`src/rtl/ddr_load_arbiter_pkg.sv`:
```
// Shared types and helpers for the DDR load-channel arbiter.
package ddr_arbiter_pkg;

   typedef enum logic {IDLE, WAIT} arb_state_e;

   localparam int unsigned ARB_FIXED       = 0;
   localparam int unsigned ARB_ROUND_ROBIN = 1;

   // Width of a requester index; never narrower than one bit.
   function automatic int unsigned clog2_req(input int unsigned n);
      int unsigned w;
      w = 1;
      while ((1 << w) < n) w++;
      return w;
   endfunction

endpackage

```
`src/rtl/ddr_load_arbiter_rr_priority_picker.sv`:
```
// Combinational rotate-search: first set mask bit at or after start_i, wrapping.
module rr_priority_picker #(
   parameter int unsigned N     = 2,
   parameter int unsigned IDX_W = 1
) (
   input  logic [N-1:0]     mask_i,
   input  logic [IDX_W-1:0] start_i,
   output logic [IDX_W-1:0] winner_o,
   output logic             found_o
);

   logic [2*N-1:0] rot;
   int unsigned    pos;

   always_comb begin
      rot      = {mask_i, mask_i} >> start_i;
      winner_o = '0;
      found_o  = 1'b0;
      pos      = 0;
      for (int unsigned k = 0; k < N; k++) begin
         if (!found_o && rot[k]) begin
            found_o = 1'b1;
            pos     = 32'(start_i) + k;
            if (pos >= N) pos = pos - N;
            winner_o = IDX_W'(pos);
         end
      end
   end

endmodule

```
`src/rtl/ddr_load_arbiter.sv`:
```
// N-way arbiter sharing one DDR load port among cache refill requesters,
// with pending buffers, aging or round-robin, invalidate and a response watchdog.
module ddr_load_arbiter
   import ddr_arbiter_pkg::*;
#(
   parameter int unsigned       N_REQ        = 2,
   parameter int unsigned       ADDR_W       = 32,
   parameter int unsigned       DATA_W       = 32,
   parameter logic [ADDR_W-1:0] BASE_ADDRESS = '0,
   parameter int unsigned       RR_MODE      = 0,
   parameter int unsigned       AGE_LIMIT    = 16,
   parameter int unsigned       TIMEOUT      = 1024
) (
   input  logic                     clk_i,
   input  logic                     rst_n_i,
   input  logic [N_REQ-1:0]         req_request_i,
   input  logic [N_REQ*ADDR_W-1:0]  req_address_i,
   input  logic [N_REQ-1:0]         req_invalidate_i,
   output logic [N_REQ-1:0]         req_grant_o,
   output logic [N_REQ-1:0]         req_valid_o,
   output logic [DATA_W-1:0]        req_data_o,
   output logic [N_REQ-1:0]         req_stall_o,
   output logic                     ddr_request_o,
   output logic [ADDR_W-1:0]        ddr_address_o,
   output logic                     ddr_invalidate_o,
   input  logic                     ddr_valid_i,
   input  logic [DATA_W-1:0]        ddr_data_i,
   input  logic                     ldr_ready_i,
   output logic                     timeout_o
);

   localparam int unsigned IDX_W = clog2_req(N_REQ);
   localparam int unsigned AGE_W = $clog2(AGE_LIMIT + 1);
   localparam int unsigned WD_W  = $clog2(TIMEOUT + 1);

   arb_state_e        state_q;
   logic [N_REQ-1:0]  pending_q;
   logic [ADDR_W-1:0] addr_q [N_REQ];
   logic [AGE_W-1:0]  age_q  [N_REQ];
   logic [IDX_W-1:0]  gnt_q;
   logic [IDX_W-1:0]  rr_ptr_q;
   logic              seen_q;
   logic              cancel_q;
   logic [WD_W-1:0]   wd_q;

   logic [ADDR_W-1:0] req_addr [N_REQ];
   logic [N_REQ-1:0]  cand;
   logic [N_REQ-1:0]  aged;
   logic [N_REQ-1:0]  pick_mask;
   logic [IDX_W-1:0]  pick_start;
   logic [IDX_W-1:0]  win;
   logic              found;
   logic              do_grant;
   logic [N_REQ-1:0]  gnt_onehot;
   logic [ADDR_W-1:0] win_addr;
   logic              wait_end;
   logic              wd_fire;
   logic              inval_gnt;

   // Same-cycle requests bypass the pending buffer; an invalidate always wins.
   always_comb begin
      cand       = (pending_q | req_request_i) & ~req_invalidate_i;
      aged       = '0;
      win_addr   = '0;
      gnt_onehot = '0;
      for (int unsigned i = 0; i < N_REQ; i++) begin
         req_addr[i] = req_address_i[i*ADDR_W +: ADDR_W];
         aged[i]     = cand[i] && (age_q[i] == AGE_W'(AGE_LIMIT));
      end
      if (RR_MODE == ARB_ROUND_ROBIN) begin
         pick_mask  = cand;
         pick_start = rr_ptr_q;
      end else begin
         pick_mask  = (|aged) ? aged : cand;
         pick_start = '0;
      end
      do_grant = (state_q == IDLE) && found && ldr_ready_i;
      for (int unsigned i = 0; i < N_REQ; i++) begin
         if (win == IDX_W'(i)) begin
            win_addr      = req_request_i[i] ? req_addr[i] : addr_q[i];
            gnt_onehot[i] = do_grant;
         end
      end
   end

   rr_priority_picker #(
      .N     (N_REQ),
      .IDX_W (IDX_W)
   ) u_picker (
      .mask_i   (pick_mask),
      .start_i  (pick_start),
      .winner_o (win),
      .found_o  (found)
   );

   // Completion (falling edge after a beat) takes precedence over the watchdog.
   always_comb begin
      wait_end  = (state_q == WAIT) && seen_q && !ddr_valid_i;
      wd_fire   = (state_q == WAIT) && !ddr_valid_i && !wait_end
                  && (wd_q == WD_W'(TIMEOUT - 1));
      inval_gnt = 1'b0;
      for (int unsigned i = 0; i < N_REQ; i++) begin
         req_valid_o[i] = (state_q == WAIT) && (gnt_q == IDX_W'(i)) && ddr_valid_i && !cancel_q;
         req_stall_o[i] = (state_q == WAIT) && (gnt_q != IDX_W'(i));
         if ((state_q == WAIT) && (gnt_q == IDX_W'(i)) && req_invalidate_i[i]) inval_gnt = 1'b1;
      end
      req_data_o = (state_q == WAIT) ? ddr_data_i : '0;
   end

   always_ff @(posedge clk_i or negedge rst_n_i) begin
      if (!rst_n_i) begin
         state_q          <= IDLE;
         pending_q        <= '0;
         gnt_q            <= '0;
         rr_ptr_q         <= '0;
         seen_q           <= 1'b0;
         cancel_q         <= 1'b0;
         wd_q             <= '0;
         req_grant_o      <= '0;
         ddr_request_o    <= 1'b0;
         ddr_address_o    <= '0;
         ddr_invalidate_o <= 1'b0;
         timeout_o        <= 1'b0;
         for (int unsigned i = 0; i < N_REQ; i++) begin
            addr_q[i] <= '0;
            age_q[i]  <= '0;
         end
      end else begin
         req_grant_o      <= '0;
         ddr_request_o    <= 1'b0;
         ddr_invalidate_o <= 1'b0;
         timeout_o        <= 1'b0;

         for (int unsigned i = 0; i < N_REQ; i++) begin
            if (req_request_i[i]) addr_q[i] <= req_addr[i];
            if (req_invalidate_i[i] || gnt_onehot[i]) begin
               pending_q[i] <= 1'b0;
               age_q[i]     <= '0;
            end else begin
               if (req_request_i[i]) pending_q[i] <= 1'b1;
               if (pending_q[i] && (age_q[i] != AGE_W'(AGE_LIMIT))) age_q[i] <= age_q[i] + 1'b1;
            end
         end

         case (state_q)
            IDLE: begin
               if (do_grant) begin
                  state_q       <= WAIT;
                  ddr_request_o <= 1'b1;
                  ddr_address_o <= win_addr - BASE_ADDRESS;
                  req_grant_o   <= gnt_onehot;
                  gnt_q         <= win;
                  rr_ptr_q      <= (win == IDX_W'(N_REQ - 1)) ? '0 : win + 1'b1;
                  seen_q        <= 1'b0;
                  cancel_q      <= 1'b0;
                  wd_q          <= '0;
               end
            end
            WAIT: begin
               if (ddr_valid_i) begin
                  seen_q <= 1'b1;
                  wd_q   <= '0;
               end else begin
                  wd_q <= wd_q + 1'b1;
               end
               if (inval_gnt && !cancel_q) begin
                  cancel_q         <= 1'b1;
                  ddr_invalidate_o <= 1'b1;
               end
               if (wait_end) begin
                  state_q <= IDLE;
               end else if (wd_fire) begin
                  state_q   <= IDLE;
                  timeout_o <= 1'b1;
               end
            end
            default: state_q <= IDLE;
         endcase
      end
   end

endmodule

```
`config.mk`:
```
export PLATFORM = sky130hd
export DESIGN_NAME = ddr_load_arbiter
export DESIGN_NICKNAME = d
export VERILOG_FILES = /design/src/rtl/ddr_load_arbiter_pkg.sv /design/src/rtl/ddr_load_arbiter_rr_priority_picker.sv /design/src/rtl/ddr_load_arbiter.sv
export SDC_FILE = /design/constraint.sdc
export NUM_CORES = 1
export LEC_CHECK = 0
export CORE_MARGIN = 2
export CORE_UTILIZATION = 45
export CTS_CLUSTER_SIZE = 8
export DETAILED_ROUTE_END_ITERATION = 10
export GPL_ROUTABILITY_DRIVEN = 1
export PLACE_DENSITY = 0.78
export SYNTH_ARGS = -nofsm -noshare
export SYNTH_HDL_FRONTEND = slang
export SYNTH_HIERARCHICAL = 1
export SYNTH_SLANG_ARGS = --single-unit
```
`constraint.sdc`:
```
create_clock -name clk_i -period 3.1 [get_ports clk_i]
set_clock_uncertainty 0.1 [all_clocks]
set_input_delay 0.93 -clock clk_i [delete_from_list [all_inputs] [get_ports clk_i]]
set_output_delay 0.93 -clock clk_i [all_outputs]
set_load 0.05 [all_outputs]
```
* Word level (Yosys, flattened, before mapping)
Index checks and enable logic that the tools add are counted.
** Word-level totals
- Register bits :: 128
- Latch bits :: 0
- RAM bits :: 0
- ROM bits :: 0
- Input bits :: 104
- Output and inout port bits :: 73
- Logic and storage cells :: 107
- Memories :: 0
** Operators by class
- Add/subtract/negate cells :: 3
- Multipliers :: 0
- Divide/modulo/power cells :: 0
- $lt $le $gt $ge :: 0
- Eq/ne operators :: 8
- Shifts and indexed selects :: 0
- Muxes and demuxes :: 40
- Bitwise operators :: 5
- Reductions and logical operators :: 35
** Operators by type and width (count)
- 2-to-1 mux 32 bit :: 4
- 2-to-1 mux 1 bit :: 23
- 2-to-1 mux 11 bit :: 2
- case mux 11 bit (2 select lines) :: 1
- logical AND 1 bit :: 21
- 2-to-1 mux 5 bit :: 4
- adder 11 x 1 -> 11 bit, second input constant :: 1
- == test 11 x 10 -> 1 bit, second input constant :: 1
- adder 5 x 1 -> 5 bit, second input constant :: 2
- == test 5 bit, second input constant :: 2
- inequality test 5 bit, second input constant :: 2
- nonzero test 2 bit :: 4
- 2-to-1 mux 2 bit :: 3
- case mux 1 bit (2 select lines) :: 3
- AND reduction 2 bit :: 3
- logical NOT 1 bit :: 4
- inequality test 2 bit, second input constant :: 2
- AND 2 bit :: 1
- logical OR 1 bit :: 2
- inequality test 2 x 1 -> 1 bit, second input constant :: 1
- inverter 1 bit :: 2
- inverter 2 bit :: 1
- bitwise OR 2 bit :: 1
- OR reduction 2 bit :: 1

* Logic depth before layout (Yosys ltp)
Gate-level depths: netlist of run 1.
- Depth in word-level cells :: 14
- Depth in mapped cells :: 11
- Mapped depth without buffers :: 10

* Modules after synthesis
The synthesis of run 1 kept the hierarchy.
** Modules (own cells, without submodules)
- ddr_load_arbiter :: instances 1, cells each 478, area an instance 5640.4 um2, seq. area each 3203.1 um2
- rr_priority_picker :: instances 1, cells each 3, area an instance 17.5 um2, seq. area each 0.0 um2

* Worst setup path after synthesis of run 1
No wires, ideal clock.
- Path type :: input-to-output
- Start point :: input ddr_valid_i
- End point :: output req_valid_o[1]
- Arrival :: 2155 ps
- Data required time :: 2070 ps
- Setup slack :: -85 ps
- Stages :: 2
- Buffers on the path :: 0
- Path through :: nand2_1 > nor3b_1
** Between the ends
- Cells in the longest elaborated chain, start to end :: 2
** RTL lines
- start, declared :: RTL line ddr_load_arbiter.sv:26 : input logic ddr_valid_i,
- logical AND 1 bit (2 in series) :: RTL line ddr_load_arbiter.sv:103 : req_valid_o[i] = (state_q == WAIT) && (gnt_q == IDX_W'(i)) && ddr_valid_i && !cancel_q;
- end, declared :: RTL line ddr_load_arbiter.sv:20 : output logic [N_REQ-1:0] req_valid_o,
No other way between the ends.

* Worst setup path after layout of run 1
- Start point :: input ddr_valid_i
- End point :: output req_valid_o[0]
Same word-level chain as after synthesis.

==> results.ini, run 1 <==
[status]
outcome=finished clean

[layout]
syn2layout_area_growth_pct=52.28
multi_input_area_sq_um=2303
final_cells=849
drive_gt1_share_pct=22.50
nets=776
seq_area_sq_um=3203
fill_cells=891

[drt]
dr_total_vias=4403
drt-initial-drc-count=182
wl_per_cell_um=17.00
final_antenna_net_count=0
drt-pass1-iter-count=4
drc=0
via_per_inst=5.186
finalWirelength_mm=14.43

[yosys]
synth-xor-area-share_pct=0.6192
synth_simple_gate_area_share_pct=13.16
yosysSeqAreaShare_pct=56.61
synth_compound_area_share_pct=7.077
syn_nets=590
yosysTopAreaCell=dfrtp_1
synth_seq_cells=128
synth_area_leaders=dfrtp_1, mux2_2, mux2i_1, o21ai_0, and2_1
synth_mux_area_share_pct=18.60
synth_cell_types=41
yosys_warnings=6
synth_top_family_by_area=multiplexers
yosys_most_used_dff=dfrtp_1
syn_area_per_cell_sq_um=11.76
synth.most_common_cell=dfrtp_1
synth_edf_count=0
synthTopCellsByCount=dfrtp_1, mux2_2, nand2_1, o21ai_0, and2_1
synthesis.area_sq_um=5658
synth_top_area_share_pct=56.61
async_reset_ff_share_pct=100.0
synthAdderAreaFrac_pct=1.106
syn_inst=481

[power_and_ir_drop]
p_seq_share_pct=30.4
power.internal_uw=4516
ir_drop_mv=0.5295
p_per_area_nw_per_um2=856.9
combPwrFrac_pct=42.9
clockPowerShare_pct=26.7
p_leak_uw=0.003807
p_sw_uw=2867
swShare_pct=38.83

[clocking]
cts_buffers=17
postCtsSetupBuffers=0
hold_buffers=0
clk_latency_ps=420
clk_pin_slew_ps=60
tritoncts=built
postCtsResizedCells=0
clk_path_buf_depth=2
htree_levels=4
clock-sinks=128
root_buffer=clkbuf_16

[placement]
hpwl_mm=10.41
gp_congestion=0.7951
portBuffers=176
dp.cells=816

[worst_setup_path]
path_cells=clkdlybuf4s50_1 -> nand2_1 -> nor3_1 -> buf_4 -> buf_12
crit_path_start_kind=primary input
critical_path_class=primary input to primary output
max_stage_delay_ps=480
cp-end-kind=primary output
crit_slowest_cell=clkdlybuf4s50_1
worstPathRequired_ps=2070
path_max_fanout=3
cp_data_arrival_time_ps=1970

[timing]
period_share_pct=96.73
fmax_ghz=0.3335
fin_crit_ps=2999
tightest_slew_ps=755.5
slew_headroom_pct=48.95
setup_viol=0
final_hold_viol_count=0
fin_setup_tns_ps=0
grt_setup_unrepaired=no
slew_viol_final=0

[floorplanning]
ios=177
die_y_um=116.1
rows=40
die-area_sq_um=13490
initial_core_util_pct=46.52
die_w_um=116.1
core_sq_um=12160

[global_routing]
grt_start_max_net_pins=55
grt-ovfl-total=0
grt_util_all_layers_pct=22.96
grt_pass1_wl_mm=23.69
antenna_found_initial=2
grt_pass1_vias=4721

[flow_run]
maxCapViolCount=0

[worst_hold_path]
min-delay-path-class=flop to flop

## power groups by stage
stage / Combinational, uW / Sequential (uW) / Clock, uW
floorplan: 1110 / 2930 / 0
finish: 3170 / 2250 / 1970
global placement: 3120 / 2260 / 0
global route: 3350 / 2290 / 2090
CTS: 3200 / 2250 / 2000
detailed placement: 3190 / 2270 / 0
## worst paths after layout
check                            startpoint           endpoint  slack (ps)  depth (start not counted)
max in group asynchronous           rst_n_i  ddr_address_o[16]        1790                          2
min in group asynchronous           rst_n_i  ddr_address_o[18]         460                          1
worst min-delay path                 seen_q          timeout_o         350                          1
worst max register to register     age_q[5]           age_q[4]         290                         10
worst min register to register       seen_q          timeout_o         350                          1
worst max-delay path            ddr_valid_i     req_valid_o[0]         100                          5
## worst max-delay path, delay by kind of cell
family        cells  cell delay, ps
buf+inv           3             770
simple gates      2             270
## kinds of logic after synthesis
family	count (synthesis)
xor gates and xnor gates	4
and+or+nand+nor	138
adders and majority gates	5
buffers and inverters	37
DFF	128
muxes	97
AOI/OAI and AO/OA	71
other	1
## stage by stage
stage / area (sq um) / setup WS, ps / power [uW] / utilization [%] / hold WS, ps
floorplan: 5663 / 8.832 / 4044 / - / 323.2
global placement: 8021 / 86.36 / 5380 / 65.96 / 351.8
detailed placement: 8021 / 2.791 / 5455 / 65.96 / 348.0
CTS: 8613 / 80.39 / 7442 / 70.82 / 350.5
global route: 8613 / 35.81 / 7728 / 70.82 / 371.8
finish: 8616 / 101.3 / 7383 / 70.84 / 349.5
## area by class of cell
class / instances / share of cell area, %
clock inverter: 12 / 1.568
tap: 168 / 2.440
inverter: 14 / 0.6099
sequential: 128 / 37.18
multi-input combinational: 316 / 26.74
antenna: 1 / 0.02904
clock buffer: 20 / 5.301
timing repair buffer: 190 / 26.14
## flip-flops by register name, indices dropped and copies added, names as in the netlist
| signal | cells |
|---|---|
| gnt_q | 1 |
| seen_q | 1 |
| wd_q | 11 |
| ddr_request_o | 1 |
| ddr_invalidate_o | 1 |
| pending_q | 2 |
| timeout_o | 1 |
| cancel_q | 1 |
| state_q | 1 |
| age_q | 10 |
| addr_q | 64 |
| ddr_address_o | 32 |
| req_grant_o | 2 |
## layer usage
metal / GRT usage [%] / vias up / wire length [um]
met3: 10.28 / 15 / 1599
met4: 5.714 / 2 / 126
li1: - / 2057 / -
met2: 39.26 / 186 / 7063
met5: 0 / - / 14
met1: 26.61 / 2143 / 5626
## cell usage in the layout (no fill, tap or decap), types with 4 or more instances in the layout
cell type	count
nor2_1	12
o21ai_0	43
ha_1	5
buf_4	12
clkbuf_16	17
mux2i_1	32
and2_1	33
mux2_2	65
nand2_1	48
dfrtp_1	128
a21o_1	4
a21oi_1	10
clkinvlp_4	4
clkdlybuf4s50_1	137
a31oi_1	4
inv_1	13
nand3_1	11
xor2_1	4
nand4_1	6
buf_12	39
No activity file was read; power rests on OpenSTA's default activity.
==> run 2: changes to the inputs <==
Settings changed: CAP_MARGIN set to 40.
==> results of run 2 <==
The final DEF is identical to that of run 1; final timing and power are the same.
==> run 3: changes to the inputs <==
Settings changed: HOLD_SLACK_MARGIN set to 0.1.
==> results of run 3 <==
The final DEF is identical to that of run 1; final timing and power are the same.
